**src/rtl/axis_pkt_crossbar.sv**
```systemverilog
// Packet-aware AXI-Stream crossbar: IN_NUM sources, OUT_NUM registered outputs,
// routing by first-beat tdest, per-output round-robin arbitration locked per packet.
module axis_pkt_crossbar #(
    parameter int IN_NUM  = 2,
    parameter int OUT_NUM = 2,
    parameter int DATA_W  = 32,
    parameter int DEST_W  = 1
) (
    input  logic                          glb_clk,
    input  logic                          glb_areset_n,
    input  logic [IN_NUM-1:0]             rx_s_axis_tvalid,
    output logic [IN_NUM-1:0]             rx_s_axis_tready,
    input  logic [IN_NUM*DATA_W-1:0]      rx_s_axis_tdata,
    input  logic [IN_NUM*(DATA_W/8)-1:0]  rx_s_axis_tkeep,
    input  logic [IN_NUM-1:0]             rx_s_axis_tlast,
    input  logic [IN_NUM*DEST_W-1:0]      rx_s_axis_tdest,
    output logic [OUT_NUM-1:0]            fifo_m_axis_tvalid,
    input  logic [OUT_NUM-1:0]            fifo_m_axis_tready,
    output logic [OUT_NUM*DATA_W-1:0]     fifo_m_axis_tdata,
    output logic [OUT_NUM*(DATA_W/8)-1:0] fifo_m_axis_tkeep,
    output logic [OUT_NUM-1:0]            fifo_m_axis_tlast,
    output logic [15:0]                   drop_cnt
);
    // Per-output arbiter states
    //   state  | meaning
    //   IDLE   | no packet owner; searching requesters from rr+1
    //   LOCKED | gnt owns the output until its tlast beat is accepted

    localparam int KEEP_W = DATA_W / 8;
    localparam int SRC_W  = $clog2(IN_NUM);

    typedef enum logic {IDLE = 1'b0, LOCKED = 1'b1} state_t;

    state_t             state_q [OUT_NUM];
    state_t             state_d [OUT_NUM];
    logic [SRC_W-1:0]   gnt_q   [OUT_NUM];
    logic [SRC_W-1:0]   gnt_d   [OUT_NUM];
    logic [SRC_W-1:0]   rr_q    [OUT_NUM];
    logic [SRC_W-1:0]   rr_d    [OUT_NUM];
    logic [DATA_W-1:0]  odata_q [OUT_NUM];
    logic [DATA_W-1:0]  odata_d [OUT_NUM];
    logic [KEEP_W-1:0]  okeep_q [OUT_NUM];
    logic [KEEP_W-1:0]  okeep_d [OUT_NUM];
    logic [OUT_NUM-1:0] ovalid_q, ovalid_d;
    logic [OUT_NUM-1:0] olast_q, olast_d;
    logic [IN_NUM-1:0]  in_pkt_q, in_pkt_d;
    logic [IN_NUM-1:0]  drop_q, drop_d;
    logic [15:0]        drop_cnt_q, drop_cnt_d;

    logic [DATA_W-1:0]  src_data [IN_NUM];
    logic [KEEP_W-1:0]  src_keep [IN_NUM];
    logic [DEST_W-1:0]  src_dest [IN_NUM];
    logic [IN_NUM-1:0]  req      [OUT_NUM];
    logic [IN_NUM-1:0]  src_busy;
    logic [IN_NUM-1:0]  src_bad_dest;
    logic [IN_NUM-1:0]  src_fwd;
    logic [OUT_NUM-1:0] grant_ok;
    logic [OUT_NUM-1:0] load;
    logic               found;
    int                 idx;
    int                 drop_new;
    logic [16:0]        cnt_sum;

    for (genvar i = 0; i < IN_NUM; i++) begin : g_src
        assign src_data[i] = rx_s_axis_tdata[i*DATA_W +: DATA_W];
        assign src_keep[i] = rx_s_axis_tkeep[i*KEEP_W +: KEEP_W];
        assign src_dest[i] = rx_s_axis_tdest[i*DEST_W +: DEST_W];
    end

    for (genvar o = 0; o < OUT_NUM; o++) begin : g_out
        assign fifo_m_axis_tdata[o*DATA_W +: DATA_W] = odata_q[o];
        assign fifo_m_axis_tkeep[o*KEEP_W +: KEEP_W] = okeep_q[o];
    end

    assign fifo_m_axis_tvalid = ovalid_q;
    assign fifo_m_axis_tlast  = olast_q;
    assign drop_cnt           = drop_cnt_q;

    // Source-side handshake: ready fan-in from locked outputs, plus request sets
    always_comb begin
        src_busy         = '0;
        src_fwd          = '0;
        src_bad_dest     = '0;
        grant_ok         = '0;
        load             = '0;
        rx_s_axis_tready = drop_q;
        for (int i = 0; i < IN_NUM; i++) begin
            src_bad_dest[i] = int'(src_dest[i]) >= OUT_NUM;
        end
        for (int o = 0; o < OUT_NUM; o++) begin
            grant_ok[o] = !ovalid_q[o] || fifo_m_axis_tready[o];
            if (state_q[o] == LOCKED) begin
                src_busy[gnt_q[o]] = 1'b1;
                if (grant_ok[o]) begin
                    rx_s_axis_tready[gnt_q[o]] = 1'b1;
                end
                load[o] = grant_ok[o] && rx_s_axis_tvalid[gnt_q[o]];
                if (load[o]) begin
                    src_fwd[gnt_q[o]] = 1'b1;
                end
            end
        end
        for (int o = 0; o < OUT_NUM; o++) begin
            req[o] = '0;
            for (int i = 0; i < IN_NUM; i++) begin
                // A source already owned by a locked output (even before its
                // first beat) never requests elsewhere.
                req[o][i] = rx_s_axis_tvalid[i] && !in_pkt_q[i] && !drop_q[i] &&
                            !src_busy[i] && (int'(src_dest[i]) == o);
            end
        end
    end

    // Per-output next state: output register load/drain and round-robin grant
    always_comb begin
        found = 1'b0;
        idx   = 0;
        for (int o = 0; o < OUT_NUM; o++) begin
            state_d[o]  = state_q[o];
            gnt_d[o]    = gnt_q[o];
            rr_d[o]     = rr_q[o];
            ovalid_d[o] = ovalid_q[o];
            olast_d[o]  = olast_q[o];
            odata_d[o]  = odata_q[o];
            okeep_d[o]  = okeep_q[o];
            if (load[o]) begin
                ovalid_d[o] = 1'b1;
                odata_d[o]  = src_data[gnt_q[o]];
                okeep_d[o]  = src_keep[gnt_q[o]];
                olast_d[o]  = rx_s_axis_tlast[gnt_q[o]];
                if (rx_s_axis_tlast[gnt_q[o]]) begin
                    state_d[o] = IDLE;
                end
            end else if (ovalid_q[o] && fifo_m_axis_tready[o]) begin
                ovalid_d[o] = 1'b0;
            end
            if (state_q[o] == IDLE) begin
                found = 1'b0;
                for (int k = 1; k <= IN_NUM; k++) begin
                    idx = int'(rr_q[o]) + k;
                    if (idx >= IN_NUM) begin
                        idx = idx - IN_NUM;
                    end
                    if (!found && req[o][idx]) begin
                        found      = 1'b1;
                        gnt_d[o]   = SRC_W'(idx);
                        rr_d[o]    = SRC_W'(idx);
                        state_d[o] = LOCKED;
                    end
                end
            end
        end
    end

    // Packet tracking per source: in-packet flag, invalid-destination drop, drop counter
    always_comb begin
        in_pkt_d = in_pkt_q;
        drop_d   = drop_q;
        drop_new = 0;
        for (int i = 0; i < IN_NUM; i++) begin
            if (src_fwd[i]) begin
                in_pkt_d[i] = !rx_s_axis_tlast[i];
            end
            if (drop_q[i]) begin
                if (rx_s_axis_tvalid[i] && rx_s_axis_tlast[i]) begin
                    drop_d[i] = 1'b0;
                end
            end else if (rx_s_axis_tvalid[i] && !in_pkt_q[i] && !src_busy[i] && src_bad_dest[i]) begin
                drop_d[i] = 1'b1;
                drop_new  = drop_new + 1;
            end
        end
        cnt_sum    = {1'b0, drop_cnt_q} + 17'(drop_new);
        drop_cnt_d = cnt_sum[16] ? 16'hFFFF : cnt_sum[15:0];
    end

    // Per-output state, grant and output register
    always_ff @(posedge glb_clk or negedge glb_areset_n) begin
        if (!glb_areset_n) begin
            for (int o = 0; o < OUT_NUM; o++) begin
                state_q[o] <= IDLE;
                gnt_q[o]   <= '0;
                rr_q[o]    <= SRC_W'(IN_NUM - 1);
                odata_q[o] <= '0;
                okeep_q[o] <= '0;
            end
            ovalid_q <= '0;
            olast_q  <= '0;
        end else begin
            for (int o = 0; o < OUT_NUM; o++) begin
                state_q[o] <= state_d[o];
                gnt_q[o]   <= gnt_d[o];
                rr_q[o]    <= rr_d[o];
                odata_q[o] <= odata_d[o];
                okeep_q[o] <= okeep_d[o];
            end
            ovalid_q <= ovalid_d;
            olast_q  <= olast_d;
        end
    end

    // Per-source packet/drop state and drop counter
    always_ff @(posedge glb_clk or negedge glb_areset_n) begin
        if (!glb_areset_n) begin
            in_pkt_q   <= '0;
            drop_q     <= '0;
            drop_cnt_q <= '0;
        end else begin
            in_pkt_q   <= in_pkt_d;
            drop_q     <= drop_d;
            drop_cnt_q <= drop_cnt_d;
        end
    end

endmodule

```
**config.mk**
```make
export PLATFORM = sky130hd
export DESIGN_NAME = axis_pkt_crossbar
export DESIGN_NICKNAME = d
export VERILOG_FILES = /design/src/rtl/axis_pkt_crossbar.sv
export SDC_FILE = /design/constraint.sdc
export NUM_CORES = 1
export LEC_CHECK = 0
export BUFFER_PORTS_ARGS = -buffer_cell sky130_fd_sc_hd__buf_2
export CAP_MARGIN = 5
export CORE_ASPECT_RATIO = 1.2
export CORE_MARGIN = 2
export CORE_UTILIZATION = 45
export CTS_BUF_LIST = sky130_fd_sc_hd__clkbuf_4
export CTS_CLUSTER_DIAMETER = 40
export DETAILED_ROUTE_END_ITERATION = 8
export PLACE_DENSITY = 0.77
export SETUP_SLACK_MARGIN = 0.5
export SLEW_MARGIN = 5
export SYNTH_ARGS = -nofsm -noshare
export SYNTH_HDL_FRONTEND = slang
export SYNTH_SLANG_ARGS = --single-unit
```
**constraint.sdc**
```tcl
create_clock -name glb_clk -period 2.75 [get_ports glb_clk]
set_input_delay 0.55 -clock glb_clk [delete_from_list [all_inputs] [get_ports glb_clk]]
set_output_delay 0.55 -clock glb_clk [all_outputs]
set_load 0.1 [all_outputs]
```
# Yosys cells after proc, flatten, opt, wreduce, memory -nomap -nowiden
# Cells that the tools add are included.
# Widths: inputs -> output; s select.
# word_totals
ff_bits	86
latchBits	0
ram_bits	0
mem_bits_ro	0
in_bits	82
output_inout_bits	94
wordCells	171
memories	0
# classes
addsub	8
multipliers	0
div_mod_pow	0
magnitude_cmp	14
eq_ne	0
shifts	0
n_mux	82
bitwise	10
reduce_logical	40
# op_table
operator	n
$mux 32	14
$lt 32x3->1 const B	4
$mux 1	50
$mux 4	6
$logic_and 1x1->1	20
$mux 2	10
$logic_not 1->1	12
$ge 2x2->1 const B	4
$or 2x2->2	4
$reduce_bool 2->1	4
$sub 3x2->4 const B	2
$add 1x2->3 const B	2
$ge 3x2->1 const B	2
$sub 2x2->3 const B	2
$add 1x1->2 const B	2
$lt 1x2->1 const B	2
$not 1->1	4
$not 1->2	2
$reduce_and 2->1	2
$demux 1 s1	2
$ge 1x1->1 const B	2
$logic_or 1x1->1	2

# Depth between registers and ports, before layout
# depth
depth_word	19
mapped_depth	7
mapped_depth_nobuf	4

# Least setup slack after synthesis
# Ideal clock, no wire load.
# synth_path
path_type	reg2out
start	register ovalid_q[0] (netlist: fifo_m_axis_tvalid[0])
end	output rx_s_axis_tready[0]
arrival_time_ns	1.763
path_slack_ns	0.437
path_stages_with_launch	4
path_cell_list	dfrtp_1 -> nor2b_1 -> o22ai_1 -> or2_2
# synth_via
elab_chain_len	7
# synth_lines
element	line	source
start: declaration	44	logic [OUT_NUM-1:0] ovalid_q, ovalid_d;
start signal: assignment	197	ovalid_q <= ovalid_d;
$logic_not 1->1 (*)	91	grant_ok[o] = !ovalid_q[o] || fifo_m_axis_tready[o];
$logic_or 1x1->1 (*)	91	
$mux 2 (*)	94	if (grant_ok[o]) begin
$mux 2 (*)	92	if (state_q[o] == LOCKED) begin
$or 2x2->2 (no line)	-	
$mux 2	94	
$mux 2 (*)	92	
end: declaration	12	output logic [IN_NUM-1:0] rx_s_axis_tready,
# Every way passes the cells marked *; elsewhere a longest branch is shown, timed or not.

# Final worst setup path
# layout_path
start	register state_q[0] in the netlist's numbering
end	output rx_s_axis_tready[0]
# layout_via
elab_chain_len	1
# layout_lines
element	line	source
start: declaration	34	state_t state_q [OUT_NUM];
start signal: indexed assignment	191	state_q[o] <= state_d[o];
$mux 2	92	
# No other way between the ends.

==> flow_metrics.py <==
metrics = {
    "grt": {
        "grt_pass1_vias": 3270,
        "grt_overflow": 0,
        "track_usage_pct": 19.40,
        "grt_pass1_wl_um": 15320,
        "grt_max_degree": 45,
        "antenna_found_initial": 1,
    },
    "final_layout": {
        "area_delta_synth_final_pct": 23.18,
        "drive_gt1_share_pct": 36.43,
        "nNetsFinal": 637,
        "n_fill_cell": 835,
        "instances_no_fill": 681,
    },
    "clock_tree": {
        "htree_levels": 3,
        "insertion_delay_ps": 430,
        "clk_pin_slew_ps": 130,
        "tritoncts": "built",
        "clockRootBuffer": "clkbuf_4",
        "cts_buffers": 9,
        "clock_path_buffers": 2,
        "cts.sinks": 86,
    },
    "status": {
        "outcome": "finished clean",
    },
    "floorplan": {
        "coreArea_um2": 9081,
        "pin_count": 176,
        "die_w_um": 92.20,
        "die_y_um": 109.8,
        "rows": 38,
        "floorplan.die_area_um2": 10130,
        "initial_core_util_pct": 46.25,
    },
    "sta": {
        "fmax_mhz": 457.3,
        "hold_viol_final": 0,
        "fin_crit_ps": 2187,
        "tns_ps": 0,
        "slew_viol_final": 0,
        "tightest_slew_ps": 576.6,
        "fin_worst_skew_ps": 12.92,
        "period_share_pct": 79.51,
        "slew_headroom_pct": 61.56,
        "fin_ws_ps": 563.3,
        "setup_violations": 0,
        "rsz0062_at_grt": "no",
        "whs_ps": 95.85,
    },
    "setup_path": {
        "critPathTopFamily": "flip-flops",
        "r2r_cells": 6,
        "worstSetupStartpointType": "flip-flop",
        "required_ps": 2200,
        "criticalPathCategory": "reg -> out",
        "worst-path-max-fanout": 7,
        "critical_path.cell_chain": "nand2b_1 > o22ai_2 > or2_2 > buf_8",
        "cpPeakStageDelay_ps": 470,
        "cpMaxStageDelayCell": "dfrtp_2",
        "critPathBufInv": 1,
        "end_kind": "primary output",
        "cp.depth": 4,
        "critical_path_arrival_ps": 1640,
    },
    "yosys": {
        "synthCells": 400,
        "syn_avg_cell_area_um2": 10.50,
        "synthFlopType": "dfrtp_1",
        "ys_ff_latch": 86,
        "async_reset_ff_share_pct": 100.0,
        "synth_edf_count": 0,
        "synth_area_leaders": "dfrtp_1, mux2i_1, nand2_1, o21ai_1, buf_4",
        "synth.cell_area_um2": 4200,
        "ys_warn_count": 0,
        "synth_common_cells": "dfrtp_1, nand2_1, mux2i_1",
        "synth.most_common_cell": "dfrtp_1",
        "synth_top_area_share_pct": 50.04,
        "synth-seq-area-share_pct": 51.30,
        "synth.largest_area_cell": "dfrtp_1",
        "yosys.cell_types.count": 30,
    },
    "placement": {
        "io_buffers": 159,
        "hpwlAfterDp_um": 7336,
        "place_ws_ps": 693.7,
        "dp.cells": 660,
        "gp_congestion": 0.8557,
    },
    "drt": {
        "ant_nets": 0,
        "first_pass_iters": 5,
        "drc_errors": 0,
        "viasPerCell": 5.046,
        "drt-total-wl_um": 9781,
        "wl_per_cell_um": 14.36,
        "vias": 3436,
        "drtIter0Drc": 143,
    },
    "job": {
        "maxCapViolCount": 0,
    },
    "worst_hold_path": {
        "min_path_type": "in -> async",
    },
}
final timing paths:
kind	startpoint	to	slack, ps
min reg2reg	fifo_m_axis_tdata[18]	fifo_m_axis_tdata[18]	490
min in group glb_clk	rx_s_axis_tlast[1]	in_pkt_q[1]	340
max reg2reg	gnt_q[0]	fifo_m_axis_tlast[1]	900
min	glb_areset_n	drop_q[0]	100
max in group asynchronous	glb_areset_n	fifo_m_axis_tdata[11]	2020
max	state_q[0]	rx_s_axis_tready[0]	560
stage by stage:
stage               area (µm²)  util [%]
floorplan                 4259         -
global placement          4951     54.52
global route              5174     56.97
CTS                       5112     56.30
detailed placement        4951     54.52
finish                    5174     56.97
flip-flops by register name, indices dropped and copies added, names as in the netlist:
name and flops:
gnt_q 2, state_q 2, fifo_m_axis_tdata 64, fifo_m_axis_tkeep 8, fifo_m_axis_tvalid 2, drop_q 2
fifo_m_axis_tlast 2, rr_q 2, in_pkt_q 2
final cells by class:
type                       instances  area (µm²)  area share, %
tap                              120       150.1          2.902
sequential                        86        2162          41.79
multi-input combinational        283        1763          34.07
clock inverter                     7       88.84          1.717
timing repair buffer             172       928.4          17.94
clock buffer                       9       67.56          1.306
inverter                           3       11.26         0.2177
antenna                            1       2.502        0.04837
placed cells by master, fill, tap and decap left out, drive strengths merged:
master and n:
nand4 2, mux2i 76, dfrtp 84, a21oi 3, mux2 2, nand2b 4, o21ai 74, dfstp 2
nor4b 1, a21o 2, nand3 3, nand3b 1, clkinvlp 2, or2 2, inv 3, clkbuf 9
a21boi 2, nand2 78, o22ai 2, diode 1, buf 172, o31ai 2, bufinv 2, conb 16
nor2b 4, a31oi 1, nor2 6, o32a 2, clkinv 3
cell families (layout without fill, tap and decap cells):
kind of cell,count (synthesis),after routing,synth area share [%]
flops,86,86,51.30
other cells,1,17,0.08928
mux,78,78,18.83
compound gates,88,88,11.17
buf+inv,46,191,8.340
simple gates,101,101,10.28
layer usage:
metal / vias to the layer above / global-route usage, % / wire length, µm
met5: - / 0 / 0
met4: 0 / 9.701 / 275
met3: 26 / 4.318 / 535
met2: 123 / 34.24 / 5161
met1: 1632 / 22.31 / 3809
li1: 1655 / - / -
repair_timing:
action	in CTS	in global routing
buffers inserted	0	4
resized for setup	2	9
hold buffers	0	0
setup endpoints to repair	2	2
pin swaps	0	0
Power is left out: the tool's default activity adds up to more than one toggle a clock period on the data nets, which glitch-free logic cannot reach.
